==> config.mk <==
export PLATFORM = sky130hd
export DESIGN_NAME = addr_bus_ctl
export DESIGN_NICKNAME = d
export VERILOG_FILES = /design/src/rtl/addr_bus_pkg.sv /design/src/rtl/addr_bus_rst_cnt.sv /design/src/rtl/addr_bus_ctl.sv
export SDC_FILE = /design/constraint.sdc
export NUM_CORES = 1
export LEC_CHECK = 0
export BUFFER_PORTS_ARGS = -buffer_cell sky130_fd_sc_hd__buf_2
export CORE_AREA = 4 4 41 43
export CTS_CLUSTER_SIZE = 10
export DETAILED_ROUTE_END_ITERATION = 8
export DIE_AREA = 0 0 45 47
export PLACE_DENSITY = 0.76
export SYNTH_ARGS = -nofsm -noshare
export SYNTH_HDL_FRONTEND = slang
export SYNTH_HIERARCHICAL = 1
export SYNTH_SLANG_ARGS = --single-unit
==> constraint.sdc <==
create_clock -name PHI0 -period 1.55 [get_ports PHI0]
set_input_delay 0.0775 -clock PHI0 [delete_from_list [all_inputs] [get_ports PHI0]]
set_output_delay 0.0775 -clock PHI0 [all_outputs]
set_load 0.01 [all_outputs]
==> src/rtl/addr_bus_pkg.sv <==
// Shared types and helpers for the ABL/ABH address-bus control sequencer.
// Holds the FSM state encoding, vector-kind codes and the kind -> Z-mask map.
package addr_bus_pkg;

    typedef enum logic [2:0] {
        ST_RST_HOLD = 3'd0,
        ST_RST_WAIT = 3'd1,
        ST_IDLE     = 3'd2,
        ST_VEC_LO   = 3'd3,
        ST_VEC_HI   = 3'd4
    } state_t;

    localparam logic [1:0] VK_NMI = 2'd0;
    localparam logic [1:0] VK_RES = 2'd1;
    localparam logic [1:0] VK_IRQ = 2'd2;

    // ADL is all ones when not zeroed, so the mask is the inverse of the
    // vector address low bits: FFFA -> 101, FFFC -> 011, FFFE -> 001.
    function automatic logic [2:0] z_mask(input logic [1:0] kind);
        logic [2:0] mask;
        case (kind)
            VK_NMI:  mask = 3'b101;
            VK_RES:  mask = 3'b011;
            default: mask = 3'b001;
        endcase
        return mask;
    endfunction

endpackage

==> src/rtl/addr_bus_rst_cnt.sv <==
// Post-reset delay counter: counts while enabled, flags the last delay cycle.
// Cleared by the synchronous active-low core reset.
module addr_bus_rst_cnt #(
    parameter int RST_DLY = 5,
    parameter int CNT_W   = 3
) (
    input  logic clk,
    input  logic rst_n,
    input  logic en,
    output logic done
);

    localparam logic [CNT_W-1:0] LAST = CNT_W'(RST_DLY - 1);

    logic [CNT_W-1:0] cnt;

    always_ff @(posedge clk) begin
        if (!rst_n) begin
            cnt <= '0;
        end else if (en) begin
            cnt <= cnt + CNT_W'(1);
        end
    end

    assign done = (cnt == LAST);

endmodule

==> src/rtl/addr_bus_ctl.sv <==
// ABL/ABH load-enable and ADL zeroing sequencer for the 6502 address bus.
// Runs the post-reset delay and the two-cycle vector fetch on its own.
//
// state       | meaning
// ------------+-----------------------------------------------------
// RST_HOLD    | reset asserted or just released; all strobes low
// RST_WAIT    | dummy stack cycles, dispatcher loads pass through
// IDLE        | dispatcher drives ABL/ABH loads, vector requests accepted
// VEC_LO      | vector low byte address (FFFA/FFFC/FFFE) on the bus
// VEC_HI      | vector high byte address (low byte + 1) on the bus
module addr_bus_ctl
    import addr_bus_pkg::*;
#(
    parameter int RST_DLY = 5,
    parameter int CNT_W   = 3
) (
    input  logic       PHI0,
    input  logic       n_RES,
    input  logic       RDY,
    input  logic       ld_lo,
    input  logic       ld_hi,
    input  logic       vec_req,
    input  logic [1:0] vec_kind,
    output logic       ADL_ABL,
    output logic       ADH_ABH,
    output logic       Z_ADL0,
    output logic       Z_ADL1,
    output logic       Z_ADL2,
    output logic       ADH_FF,
    output logic       busy,
    output logic       vec_ack,
    output logic       vec_done
);

    state_t     state_q, state_d;
    logic [1:0] kind_q, kind_d;
    logic       cnt_done;
    logic [2:0] mask;

    addr_bus_rst_cnt #(
        .RST_DLY(RST_DLY),
        .CNT_W  (CNT_W)
    ) u_rst_cnt (
        .clk  (PHI0),
        .rst_n(n_RES),
        .en   (state_q == ST_RST_WAIT),
        .done (cnt_done)
    );

    always_ff @(posedge PHI0) begin
        if (!n_RES) begin
            state_q <= ST_RST_HOLD;
            kind_q  <= VK_RES;
        end else begin
            state_q <= state_d;
            kind_q  <= kind_d;
        end
    end

    always_comb begin
        state_d  = state_q;
        kind_d   = kind_q;
        mask     = z_mask(kind_q);
        ADL_ABL  = 1'b0;
        ADH_ABH  = 1'b0;
        Z_ADL0   = 1'b0;
        Z_ADL1   = 1'b0;
        Z_ADL2   = 1'b0;
        ADH_FF   = 1'b0;
        busy     = 1'b1;
        vec_ack  = 1'b0;
        vec_done = 1'b0;

        case (state_q)
            ST_RST_HOLD: begin
                state_d = ST_RST_WAIT;
            end
            ST_RST_WAIT: begin
                ADL_ABL = ld_lo;
                ADH_ABH = ld_hi;
                if (cnt_done) begin
                    state_d = ST_VEC_LO;
                    kind_d  = VK_RES;
                end
            end
            ST_IDLE: begin
                busy    = 1'b0;
                ADL_ABL = ld_lo;
                ADH_ABH = ld_hi;
                // An edge with reset asserted accepts nothing.
                vec_ack = vec_req & RDY & n_RES;
                if (vec_req && RDY) begin
                    state_d = ST_VEC_LO;
                    kind_d  = vec_kind;
                end
            end
            ST_VEC_LO: begin
                ADL_ABL                  = 1'b1;
                ADH_ABH                  = 1'b1;
                ADH_FF                   = 1'b1;
                {Z_ADL2, Z_ADL1, Z_ADL0} = mask;
                if (RDY) begin
                    state_d = ST_VEC_HI;
                end
            end
            ST_VEC_HI: begin
                ADL_ABL                  = 1'b1;
                ADH_ABH                  = 1'b1;
                ADH_FF                   = 1'b1;
                {Z_ADL2, Z_ADL1, Z_ADL0} = mask & 3'b110;
                // A reset at this edge abandons the fetch, so no done pulse.
                vec_done = RDY & n_RES;
                if (RDY) begin
                    state_d = ST_IDLE;
                end
            end
            default: begin
                state_d = ST_RST_HOLD;
            end
        endcase
    end

endmodule

Yosys cells after proc, flatten, opt, wreduce, memory -nomap -nowiden
Index checks and enable logic that the tools add are counted.

word-level totals
  register bits after elaboration = 8
  input bits = 8

operators by class
  add/subtract/negate cells = 1
  eq/ne operators = 10
  multiplexer cells = 18
  bitwise logic cells = 3
  reduce and logical (&&, ||, !) cells = 8

operator list
  operator                                                                number
  3-bit case mux with 5 select lines                                      1
  3-bit two-way mux                                                       4
  2-bit != test (second input constant)                                   4
  1-bit two-way mux                                                       7
  3-bit by 2-bit equality test with 1-bit output (second input constant)  2
  3-bit equality test (second input constant)                             2
  3-bit case mux with 2 select lines                                      1
  2-bit two-way mux                                                       2
  1-bit case mux with 2 select lines                                      2
  2-bit case mux with 2 select lines                                      1
  4-bit AND reduction                                                     1
  2-bit OR reduction                                                      2
  3-bit by 1-bit adder with 3-bit output (second input constant)          1
  1-bit bitwise AND                                                       3
  3-bit by 1-bit equality test with 1-bit output (second input constant)  1
  3-bit logical NOT                                                       1
  3-bit AND reduction                                                     1
  2-bit by 1-bit equality test with 1-bit output (second input constant)  1
  2-bit logical NOT                                                       1
  2-bit nonzero test                                                      1
  1-bit logical AND                                                       1

Depth between registers and ports, before layout
  depth in word-level cells = 3
  gate-level depth with buffers = 6
  mapped depth without buffers = 6

By module
The synthesis kept the hierarchy.

modules (own cells, without submodules)
  module            times used  cells an instance  area each (µm²)  seq. area each (µm²)
  addr_bus_ctl      1           44                 361.6            100.1
  addr_bus_rst_cnt  1           16                 153.9            60.1

Worst setup path after synthesis
No wires, ideal clock.

  path kind = register -> register
  start point = reg u_rst_cnt.cnt[0]
  end point = reg state_q[1]
  arrival = 1220 ps
  path slack = 205 ps
  cell stages (with the launch flop) = 6
  path buffers = 0
  cell sequence = dfxtp_1 inv_1 ha_1 and2_1 nor4bb_1 o41a_1

between the ends
  cells in the longest elaborated chain, start to end = 3

RTL lines
  element                               RTL line                source
  start: declaration                    addr_bus_rst_cnt.sv:15  logic [CNT_W-1:0] cnt;
  start signal: assignment              addr_bus_rst_cnt.sv:21  cnt <= cnt + CNT_W'(1);
  3-bit equality test                   addr_bus_rst_cnt.sv:25  assign done = (cnt == LAST);
  named net cnt_done                    addr_bus_ctl.sv:37      logic cnt_done;
  2-bit != test (no source line)        -
  4-bit AND reduction (no source line)  -
  end signal: assignment                addr_bus_ctl.sv:55      state_q <= state_d;
  end: declaration                      addr_bus_ctl.sv:35      state_t state_q, state_d;

The timed path passes the listed nets, and every way through them passes these cells.
A chain may end at the register's enable or synchronous reset.

Worst setup path in the final report
  start point = reg state_q[1]
  end point = out Z_ADL2

between the ends
  cells in the longest elaborated chain, start to end = 3
  elaborated cells on any way between the ends = 4

RTL lines
  element                                                                                       RTL line            source
  3-bit equality test / 3-bit by 2-bit equality test with 1-bit output (equally long branches)  addr_bus_ctl.sv:74  case (state_q)
  2-bit OR reduction (no source line) (*)                                                       -
  1-bit two-way mux (*)                                                                         addr_bus_ctl.sv:74
  end: declaration                                                                              addr_bus_ctl.sv:28  output logic Z_ADL2,

Every way passes the cells marked *; elsewhere a longest branch is shown, timed or not.

==> metrics.txt <==
crit path kind flop to output port; gr usage total 12.62%; vias 486; CTS Buf Count 3; final std cells w/o fill 96; distinct cell type count after synthesis 27; Layout Utilization 52.12%; clk slew on worst S/H paths 60 ps; Max IR drop VDD 0.3712 mV; pre-CTS WS 151.1 ps; measured slew at the worst slew-check pin 322.7 ps; synthesized net count 70; clk sinks 8; sequential area share after synthesis 31.07%; number of vias per cell 5.063; max cap viols 0; die width 45 um; remaining global-route overflow 0; final setup TNS 0 ps; DRT Pass-1 Iters 2; layout cell share with drive strength beyond 1 38.27%; Critical Path Source Type flop; H-Tree Depth 1; Final Skew 3.231 ps; Layout area overhead 31.55%; Tcrit/Tclk final 95.97%; Avg WL per Cell 12.49 um; largest net degree at the start of global routing 13; Post-layout nets 93; hold wc startpoint vec_kind[1]; FF+latch count, synth 8; Final WS setup 62.48 ps; worst path arrival time 1410 ps; chip height 47 um; die area 0.002115 mm2; Core ar. 0.001301 mm2; f_max 672.3 MHz; # rows 13; Final ANT Viol Nets 0; worst-path maximum fanout 6; CTS tree yes; # port buffers 16; I/O pin count 17; Tot Pwr 0.4437 mW; final WL 1.199 mm; first-pass GRT wire length 1.849 mm; Hold Vio Cnt, Final 0; unrepaired setup endpoints after global routing true; Critical Path End Type output port; post-synthesis cell count 60; max-slew violations 0; initial antenna violation count 0; # DRC 0; dpl hpwl 791.9 um; Placed Instances 89; run status finished clean; Iter 0 DRT Violations 7; required time worst endpoint 1470 ps; max_slew headroom 78.18%; Mean Syn Cell Area 8.592 um2; number of global-route vias before repair 425; cell area after synthesis 515.5 um2; Min Clock Period, post-route 1488 ps; Clock Latency Late Sink 250 ps; ant diodes 0; # fillers 136; Hold Crit Class input port to flop; Routability Congestion 0.7156; # setup viols final 0; hold buffer count at cts 0; Power Dens Cells 654.3 mW/mm2; Clock Tree Buf Depth 2; root buffer cell clkbuf_4; Synthesis Warnings 6; FF-to-FF Start u_rst_cnt/cnt[0]$_SDFFE_PN0P_; leak pwr 0.3298 nW; Critical Path Source state_q[1]$_SDFFE_PN0P_; Starting Density 39.62%
worst paths after layout:
kind | endpoint | slack, ps | cells past startpoint
setup / recovery | Z_ADL2 | 60 | 3
hold / removal | kind_q[1]$_SDFFE_PN0P_ | 70 | 3
setup reg to reg | state_q[1]$_SDFFE_PN0P_ | 130 | 5
hold reg to reg | u_rst_cnt/cnt[2]$_SDFFE_PN0P_ | 490 | 2
through the flow:
stage / cell area, um2 / hold slack (ps)
2_1_floorplan: 515.5 / 199.2
5_1_grt: 678.2 / 80.57
6_report: 678.2 / 69.88
4_1_cts: 631.9 / 60.94
3_5_place_dp: 598.1 / 331.0
3_3_place_gp: 598.1 / 329.8
routing by layer:
layer,track usage (%),vias to the layer above,share of wire [%]
met5,0,-,0
li1,-,252,-
met3,6.897,0,6.4
met1,13.13,221,39
met2,20.34,13,54
met4,7.018,0,0
cells by family after synthesis:
logic type | after synthesis | synth area share, %
simple gates | 27 | 32.04
compound gates | 9 | 12.14
flops | 8 | 31.07
mux | 5 | 9.952
xor+xnor | 1 | 1.699
fa+ha+maj | 2 | 4.854
buf+inv | 8 | 8.252
what timing repair did:
item,in CTS,in global routing
resized for setup,5,3
cloned,0,0
pin swaps,0,2
setup endpoints to repair,2,3
setup buffers,0,4
sequential cells by signal, indices dropped and copies added, names as in the netlist:
register       flops
u_rst_cnt/cnt      3
kind_q             2
state_q            3
synth_stat cells:
master    count  area (um2)
a21oi_1       2       10.01
nor3b_1       2       15.01
buf_2         1       5.000
dfxtp_1       8       160.2
nor4bb_1      2       20.02
mux2_2        1       11.26
inv_1         5       18.77
nor2_1        4       15.01
o21a_1        2       15.01
nand2b_1      3       18.77
and3b_1       1       8.760
o21ai_0       2       10.01
a311oi_1      1       8.760
nor2b_1       1       6.260
xor2_1        1       8.760
buf_6         1       11.26
nor3_1        2       10.01
ha_1          2       25.02
or3b_4        1       11.26
a211oi_1      1       7.510
nor2_2        1       6.260
mux2i_1       4       40.04
nand3b_1      3       22.52
buf_4         1       7.510
nand2_1       5       18.77
and2_1        2       12.51
o41a_1        1       11.26
final cells by class:
| type | count | area [um2] | share of cell area (%) |
|---|---|---|---|
| multi-input cells | 44 | 324.1 | 47.79 |
| repair buffers | 21 | 122.6 | 18.08 |
| inverters | 5 | 18.77 | 2.768 |
| well taps | 15 | 18.77 | 2.768 |
| flip-flops and latches | 8 | 171.4 | 25.28 |
| clock buffers | 3 | 22.52 | 3.321 |
where the power goes:
group	leakage, nW	internal (mW)	switching [mW]	total, mW
Sequential	0.0672	0.211	0.00961	0.220
Combinational	0.249	0.0326	0.0300	0.0626
Clock	0.0138	0.0887	0.0723	0.161
Total	0.330	0.332	0.112	0.444
cells in the final DEF, fill, tap and decap left out, types with 3 or more instances in the layout:
cell       n
buf_2     16
inv_1      5
nand2_1    5
dfxtp_1    5
nor2_1     4
mux2i_1    4
buf_4      4
nand3b_1   3
nand2b_1   3
clkbuf_4   3
dfxtp_4    3
critical path, cell delays in order (launching register included):
cell,delay (ps)
dfxtp_4,360
or3b_4,430
a211oi_2,210
buf_2,160
Power figures use the tool's default switching activity.
